[src/rtl/ysyx_22040365_ifu.sv]
// Instruction fetch controller: owns the PC, fetches one instruction at a time
// over a valid/ready memory port, hands it to the core and stops on ebreak.
module ysyx_22040365_ifu #(
  parameter logic [63:0] RESET_PC    = 64'h0000_0000_8000_0000,
  parameter logic [31:0] EBREAK_INST = 32'h0010_0073
) (
  input  logic        clk,
  input  logic        rst,
  output logic        imem_req_valid,
  input  logic        imem_req_ready,
  output logic [63:0] imem_addr,
  input  logic        imem_resp_valid,
  input  logic [31:0] imem_resp_data,
  output logic        inst_valid,
  output logic [31:0] inst,
  output logic [63:0] inst_pc,
  input  logic        inst_ready,
  input  logic        redirect_valid,
  input  logic [63:0] redirect_pc,
  output logic        halt,
  output logic [63:0] retire_cnt
);

  typedef enum logic [2:0] {
    S_IDLE  = 3'd0,
    S_REQ   = 3'd1,
    S_WAIT  = 3'd2,
    S_VALID = 3'd3,
    S_HALT  = 3'd4
  } state_t;

  state_t      r_state;
  logic [63:0] r_pc;
  logic [63:0] r_retire_cnt;
  logic [31:0] r_inst;
  logic        r_kill;
  logic        r_req_valid;
  logic        r_inst_valid;
  logic        r_halt;

  logic [63:0] w_redirect_pc;
  logic [63:0] w_pc_plus4;
  logic        w_is_ebreak;

  assign w_redirect_pc = redirect_pc & ~64'd3;
  assign w_pc_plus4    = r_pc + 64'd4;
  assign w_is_ebreak   = (r_inst == EBREAK_INST);

  // The PC is only rewritten on retire or redirect, so in VALID it is the
  // address of the held instruction and can double as inst_pc.
  assign imem_req_valid = r_req_valid;
  assign imem_addr      = r_pc;
  assign inst_valid     = r_inst_valid;
  assign inst           = r_inst;
  assign inst_pc        = r_pc;
  assign halt           = r_halt;
  assign retire_cnt     = r_retire_cnt;

  always_ff @(posedge clk) begin
    if (rst) begin
      r_state      <= S_IDLE;
      r_pc         <= RESET_PC & ~64'd3;
      r_retire_cnt <= 64'd0;
      r_inst       <= 32'd0;
      r_kill       <= 1'b0;
      r_req_valid  <= 1'b0;
      r_inst_valid <= 1'b0;
      r_halt       <= 1'b0;
    end else begin
      case (r_state)
        S_IDLE: begin
          r_state     <= S_REQ;
          r_req_valid <= 1'b1;
          if (redirect_valid) begin
            r_pc <= w_redirect_pc;
          end
        end

        S_REQ: begin
          if (imem_req_ready) begin
            r_state     <= S_WAIT;
            r_req_valid <= 1'b0;
            // The accepted request targets the old PC; its response must be dropped.
            if (redirect_valid) begin
              r_pc   <= w_redirect_pc;
              r_kill <= 1'b1;
            end
          end else if (redirect_valid) begin
            r_pc <= w_redirect_pc;
          end
        end

        S_WAIT: begin
          if (imem_resp_valid) begin
            if (redirect_valid || r_kill) begin
              if (redirect_valid) begin
                r_pc <= w_redirect_pc;
              end
              r_kill      <= 1'b0;
              r_state     <= S_REQ;
              r_req_valid <= 1'b1;
            end else begin
              r_inst       <= imem_resp_data;
              r_state      <= S_VALID;
              r_inst_valid <= 1'b1;
            end
          end else if (redirect_valid) begin
            r_pc   <= w_redirect_pc;
            r_kill <= 1'b1;
          end
        end

        S_VALID: begin
          if (inst_ready) begin
            r_retire_cnt <= r_retire_cnt + 64'd1;
            r_inst_valid <= 1'b0;
            if (w_is_ebreak) begin
              r_state <= S_HALT;
              r_halt  <= 1'b1;
            end else begin
              r_pc        <= redirect_valid ? w_redirect_pc : w_pc_plus4;
              r_state     <= S_REQ;
              r_req_valid <= 1'b1;
            end
          end else if (redirect_valid) begin
            // Flush: the held instruction is dropped without counting.
            r_pc         <= w_redirect_pc;
            r_state      <= S_REQ;
            r_inst_valid <= 1'b0;
            r_req_valid  <= 1'b1;
          end
        end

        S_HALT: begin
          r_state <= S_HALT;
        end

        default: begin
          r_state      <= S_IDLE;
          r_kill       <= 1'b0;
          r_req_valid  <= 1'b0;
          r_inst_valid <= 1'b0;
          r_halt       <= 1'b0;
        end
      endcase
    end
  end

endmodule

[config.mk]
export PLATFORM = sky130hd
export DESIGN_NAME = ysyx_22040365_ifu
export DESIGN_NICKNAME = d
export VERILOG_FILES = /design/src/rtl/ysyx_22040365_ifu.sv
export SDC_FILE = /design/constraint.sdc
export NUM_CORES = 1
export LEC_CHECK = 0
export CELL_PAD_IN_SITES_DETAIL_PLACEMENT = 0
export CELL_PAD_IN_SITES_GLOBAL_PLACEMENT = 2
export CORE_ASPECT_RATIO = 1.4
export CORE_MARGIN = 1.5
export CORE_UTILIZATION = 26
export CTS_CLUSTER_SIZE = 8
export DETAILED_ROUTE_END_ITERATION = 10
export GPL_TIMING_DRIVEN = 0
export PLACE_DENSITY_LB_ADDON = 0.15
export SYNTH_ARGS = -nofsm -noshare
export SYNTH_HDL_FRONTEND = slang
export SYNTH_SLANG_ARGS = --single-unit
[constraint.sdc]
create_clock -name clk -period 3.9 [get_ports clk]
set_clock_uncertainty 0.15 [all_clocks]
set_input_delay 0.39 -clock clk [delete_from_list [all_inputs] [get_ports clk]]
set_output_delay 0.39 -clock clk [all_outputs]
set_load 0.01 [all_outputs]
### After elaboration in Yosys (flattened, before gate mapping)

Cells that the tools add are included.

* word-level logic and storage cells: 78
* bits of input ports: 102
* output and inout port bits: 227
* register bits: 167

* add/sub/neg operators: 2
* eq/ne operators: 14
* reduce and logical (&&, ||, !) cells: 15
* muxes and demuxes: 34
* bitwise logic cells: 5

Operators with widths (count)
* 64-bit two-way mux: 6
* 64-bit case mux with 3 select lines: 1
* 64-bit by 1-bit adder with 64-bit output (second input constant): 1
* 64-bit by 3-bit adder with 64-bit output (second input constant): 1
* 32-bit by 21-bit equality test with 1-bit output (second input constant): 1
* 1-bit two-way mux: 16
* 3-bit two-way mux: 5
* 3-bit case mux with 5 select lines: 1
* 3-bit AND reduction: 5
* 2-bit inequality test (second input constant): 6
* 3-bit inequality test (second input constant): 3
* 3-bit by 2-bit equality test with 1-bit output (second input constant): 2
* 1-bit case mux with 3 select lines: 2
* 6-bit AND reduction: 1
* 3-bit OR reduction: 2
* 1-bit NOT: 5
* 1-bit case mux with 5 select lines: 1
* 4-bit AND reduction: 1
* 4-bit OR reduction: 1
* 3-bit by 1-bit equality test with 1-bit output (second input constant): 1
* 3-bit equality test (second input constant): 1
* 3-bit zero test: 1
* 3-bit nonzero test: 1
* 2-bit two-way mux: 1
* 4 further kinds: 4

### Logic depth before layout (Yosys ltp)

* depth after elaboration: 5
* gate-level depth with buffers: 10
* mapped depth without buffers: 7

### Least setup slack after synthesis

Ideal clock, no wire load.

* path type: reg-to-reg
* start: reg r_pc[2], in the netlist imem_addr[2]
* end: reg r_pc[48], in the netlist imem_addr[48]
* required time: 3.633 ns
* buffers on the path: 0
* stages on the path, launching flop included: 8
* period minus slack after synthesis: 2.612 ns
* arrival: 2.345 ns
* slack: 1.288 ns
* library setup time: 0.117 ns
* cells stage by stage: dfxtp_1 ha_1 nand4_1 or4_1 nor4_1 and3_1 o21ai_0 a32o_1

* word-level cells in the longest chain between the ends: 5

Ends and longest elaborated chain
* start, declared: RTL line 33 `logic [63:0] r_pc;`
* start signal, assigned: RTL line 62 `r_pc <= RESET_PC & ~64'd3;`
* start signal, assigned: RTL line 75 `r_pc <= w_redirect_pc;`
* start signal, assigned: RTL line 85 `r_pc <= w_redirect_pc;`
* 64-bit by 3-bit adder with 64-bit output: RTL line 46 `assign w_pc_plus4 = r_pc + 64'd4;`
* 64-bit two-way mux: RTL line 121 `r_pc <= redirect_valid ? w_redirect_pc : w_pc_plus4;`
* 64-bit two-way mux: RTL line 117 `if (w_is_ebreak) begin`
* 64-bit two-way mux: RTL line 114 `if (inst_ready) begin`
* 64-bit case mux with 3 select lines: RTL line 70 `case (r_state)`

Every way passes these cells. The select of a mux whose other input is x is not followed.
A chain may end at the register's enable or synchronous reset.

### Worst setup path after layout

* start: reg r_pc[3], in the netlist imem_addr[3]
* end: reg r_pc[58], in the netlist imem_addr[58]

The elaborated chain is that of the path after synthesis.

==> impl_metrics.sql <==
INSERT INTO impl_metrics (metric_group, metric, value, unit) VALUES
('cells_and_area', 'final_net_count', '1697', ''),
('timing', 'worst-slew-pin-transition', '1130', 'ps'),
('cells_and_area', 'antennaDiodeCount', '0', ''),
('worst_setup_path', 'path_buf_inv', '0', ''),
('yosys', 'postSynth.topFlopCell', 'dfxtp_1', ''),
('yosys', 'ys_ff_latch', '167', ''),
('timing', 'timing.final.crit_period', '3630', 'ps'),
('place', 'hpwl_reported_at_the_end_of_detailed_placement', '32.4', 'mm'),
('clock_network', 'post-cts-setup-buffers', '0', ''),
('yosys', 'syn_nets', '1352', ''),
('job', 'cap_violations', '0', ''),
('timing', 'grt_setup_unrepaired', 'no', ''),
('timing', 'hold_viol_final', '0', ''),
('power', 'power_density', '324', 'nW/um^2'),
('worst_setup_path', 'timing.critical_path.slowest_cell_delay', '960', 'ps'),
('global_routing', 'grt_pass1_wl', '62.7', 'mm'),
('power', 'static_leakage', '4.56', 'nW'),
('global_routing', 'gr-max-usage-layer', 'met2', ''),
('clock_network', 'cts.root.buffer_cell', 'clkbuf_16', ''),
('clock_network', 'cts_buffers', '17', ''),
('global_routing', 'grt.overflow.total', '0', ''),
('routing', 'detailedRoute.firstIterationViolations', '714', ''),
('clock_network', 'cts_hold_buf', '0', ''),
('clock_network', 'cts.clk_slew.worst_paths', '70', 'ps'),
('floorplanning', 'initial_core_util', '0.264', ''),
('clock_network', 'cts_tree', 'done', ''),
('power', 'design_power', '4.45', 'mW'),
('worst_setup_path', 'worst-r2r-setup-slack', '270', 'ps'),
('worst_setup_path', 'endpoint_kind', 'flip-flop', ''),
('routing', 'routed_wire_length_per_instance', '20.8', 'um'),
('outcome', 'run_status', 'finished clean', ''),
('place', 'io_buffer_count', '326', ''),
('worst_setup_path', 'crit_type', 'reg2reg', ''),
('routing', 'drt-total-wl', '42.8', 'mm'),
('timing', 'tns', '0', 'ps'),
('floorplanning', 'die_area', '36800', 'sq um'),
('worst_setup_path', 'cpLargestDelayFamily', 'simple AND/OR/NAND/NOR gates', ''),
('yosys', 'number_of_enable_type_register_cells_in_the_synthesized_netlist', '0', ''),
('timing', 'final.hold.worst_slack', '321', 'ps'),
('global_routing', 'grt_util_met3', '0.0402', ''),
('clock_network', 'clock_latency', '460', 'ps'),
('worst_setup_path', 'worstSetupStartpointType', 'flip-flop', ''),
('timing', 'worst_slew_margin_rel', '0.241', ''),
('power', 'ir_worst_vdd', '0.000209', 'V'),
('worst_setup_path', 'crit_path_frequent_cell', 'nor4_1', ''),
('routing', 'drc', '0', ''),
('global_routing', 'grt_max_degree', '17', ''),
('timing', 'finalSetupViolCount', '0', ''),
('yosys', 'seq_area_frac_synth', '0.361', ''),
('yosys', 'synth.cell_area', '9270', 'sq um'),
('yosys', 'synthesized_area_per_cell', '7.43', 'sq um'),
('yosys', 'yosysWarningCount', '0', ''),
('min_path', 'hold_path_class', 'reg2reg', ''),
('worst_setup_path', 'crit_path_top_delay_cell', 'nor4_1', ''),
('floorplanning', 'core_area', '35100', 'sq um'),
('clock_network', 'cts-root-to-sink-buffers', '2', ''),
('cells_and_area', 'post_route_cells_drive_above_1_share', '0.0697', ''),
('routing', 'detailroute.via_count', '10500', ''),
('place', 'dpl-instance-area', '13100', 'sq um'),
('routing', 'via_per_inst', '5.11', ''),
('timing', 'max_freq', '276', 'MHz'),
('floorplanning', 'die_w', '163', 'um'),
('place', 'place_congestion', '0.894', ''),
('worst_setup_path', 'worst-path-max-fanout', '7', ''),
('yosys', 'netlist_instances', '1248', ''),
('floorplanning', 'std_cell_rows', '81', ''),
('timing', 'report.final.slew_viol_count', '0', ''),
('global_routing', 'fraction_of_met2_tracks_used_by_global_routing', '0.413', ''),
('routing', 'final_antenna_net_count', '0', ''),
('floorplanning', 'io-pin-count', '329', ''),
('worst_setup_path', 'cp.arrival', '3770', 'ps');
## where the power goes
| group | internal (mW) | switching, mW |
|---|---|---|
| Combinational | 0.378 | 0.325 |
| Sequential | 1.76 | 0.103 |
| Clock | 1.08 | 0.804 |
## routing by layer
layer	share of wire	routed length, um
met1	0.41	17400
met2	0.51	21800
met3	0.052	2230
met4	0.032	1380
met5	0	0
## cells in the final DEF (no fill, tap or decap), types with 6 or more instances in the layout
cell / Yosys / final
or4_1: 8 / 8
a21oi_1: 101 / 101
o21ai_0: 72 / 72
clkbuf_16: 0 / 17
clkdlybuf4s50_1: 0 / 326
a31oi_1: 23 / 23
xnor2_1: 28 / 28
or3_1: 15 / 15
nor2b_1: 7 / 7
inv_1: 25 / 25
and3_1: 17 / 17
nand3_1: 62 / 62
nand4_1: 37 / 37
o31ai_1: 7 / 7
o32ai_1: 6 / 6
xor2_1: 16 / 16
a211oi_1: 20 / 20
and4_1: 15 / 15
dfxtp_1: 167 / 167
nor4_1: 35 / 35
nor3_1: 38 / 38
nand2_1: 188 / 188
a32o_1: 7 / 7
a22o_1: 7 / 7
clkbuf_1: 71 / 72
buf_4: 64 / 64
nor2_1: 122 / 122
and2_1: 9 / 9
## cells by family (layout without fill, tap and decap cells)
kind of cell	after synthesis	count (layout)	synth area share
xor gates and xnor gates	44	44	0.0416
adders and majority gates	2	2	0.00270
DFF	167	167	0.361
and+or+nand+nor	574	574	0.303
AOI/OAI and AO/OA	292	292	0.194
buffers and inverters	165	523	0.0936
muxes	4	4	0.00472
## cell usage after synthesis, types with 25 or more instances
cell      number  area, sq um
nand2_1      188          706
dfxtp_1      167         3340
nor2_1       122          458
a21oi_1      101          505
o21ai_0       72          360
clkbuf_1      71          267
buf_4         64          480
nand3_1       62          310
nor3_1        38          190
nand4_1       37          231
nor4_1        35          219
xnor2_1       28          245
inv_1         25         93.8
## path summary, 6_finish.rpt
check	start	to	cells past startpoint
hold reg to reg	inst[10]	inst[10]	2
setup / recovery	imem_addr[3]	imem_addr[58]	7
setup reg to reg	imem_addr[3]	imem_addr[58]	7
hold / removal	inst[10]	inst[10]	2
## state kept, by name (all words and copies together), names as in the netlist
signal	cells
imem_addr	64
retire_cnt	64
inst	32
r_state	3
halt	1
imem_req_valid	1
inst_valid	1
r_kill	1
## final cells by class
class / count / area, sq um / area share
Buffer: 139 / 771 / 0.0561
Clock buffer: 18 / 429 / 0.0313
Multi-Input combinational cell: 916 / 5060 / 0.369
Inverter: 26 / 97.6 / 0.00711
Timing Repair Buffer: 326 / 3260 / 0.238
Tap cell: 456 / 571 / 0.0415
Sequential cell: 167 / 3340 / 0.243
Clock inverter: 14 / 196 / 0.0143
## worst min-delay path: stages, from the launching register on
cell and delay (ps):
dfxtp_1 320, nand2_1 50, a21oi_1 50
## through the flow
step / instances / setup WS (ps)
6_report: 2062 / 273
5_1_grt: 2062 / 58.2
4_1_cts: 2062 / 364
3_5_place_dp: 2030 / 158
3_3_place_gp: 2030 / 142
2_1_floorplan: 1248 / 1290
Note: power is estimated with default switching activity, not from simulation.
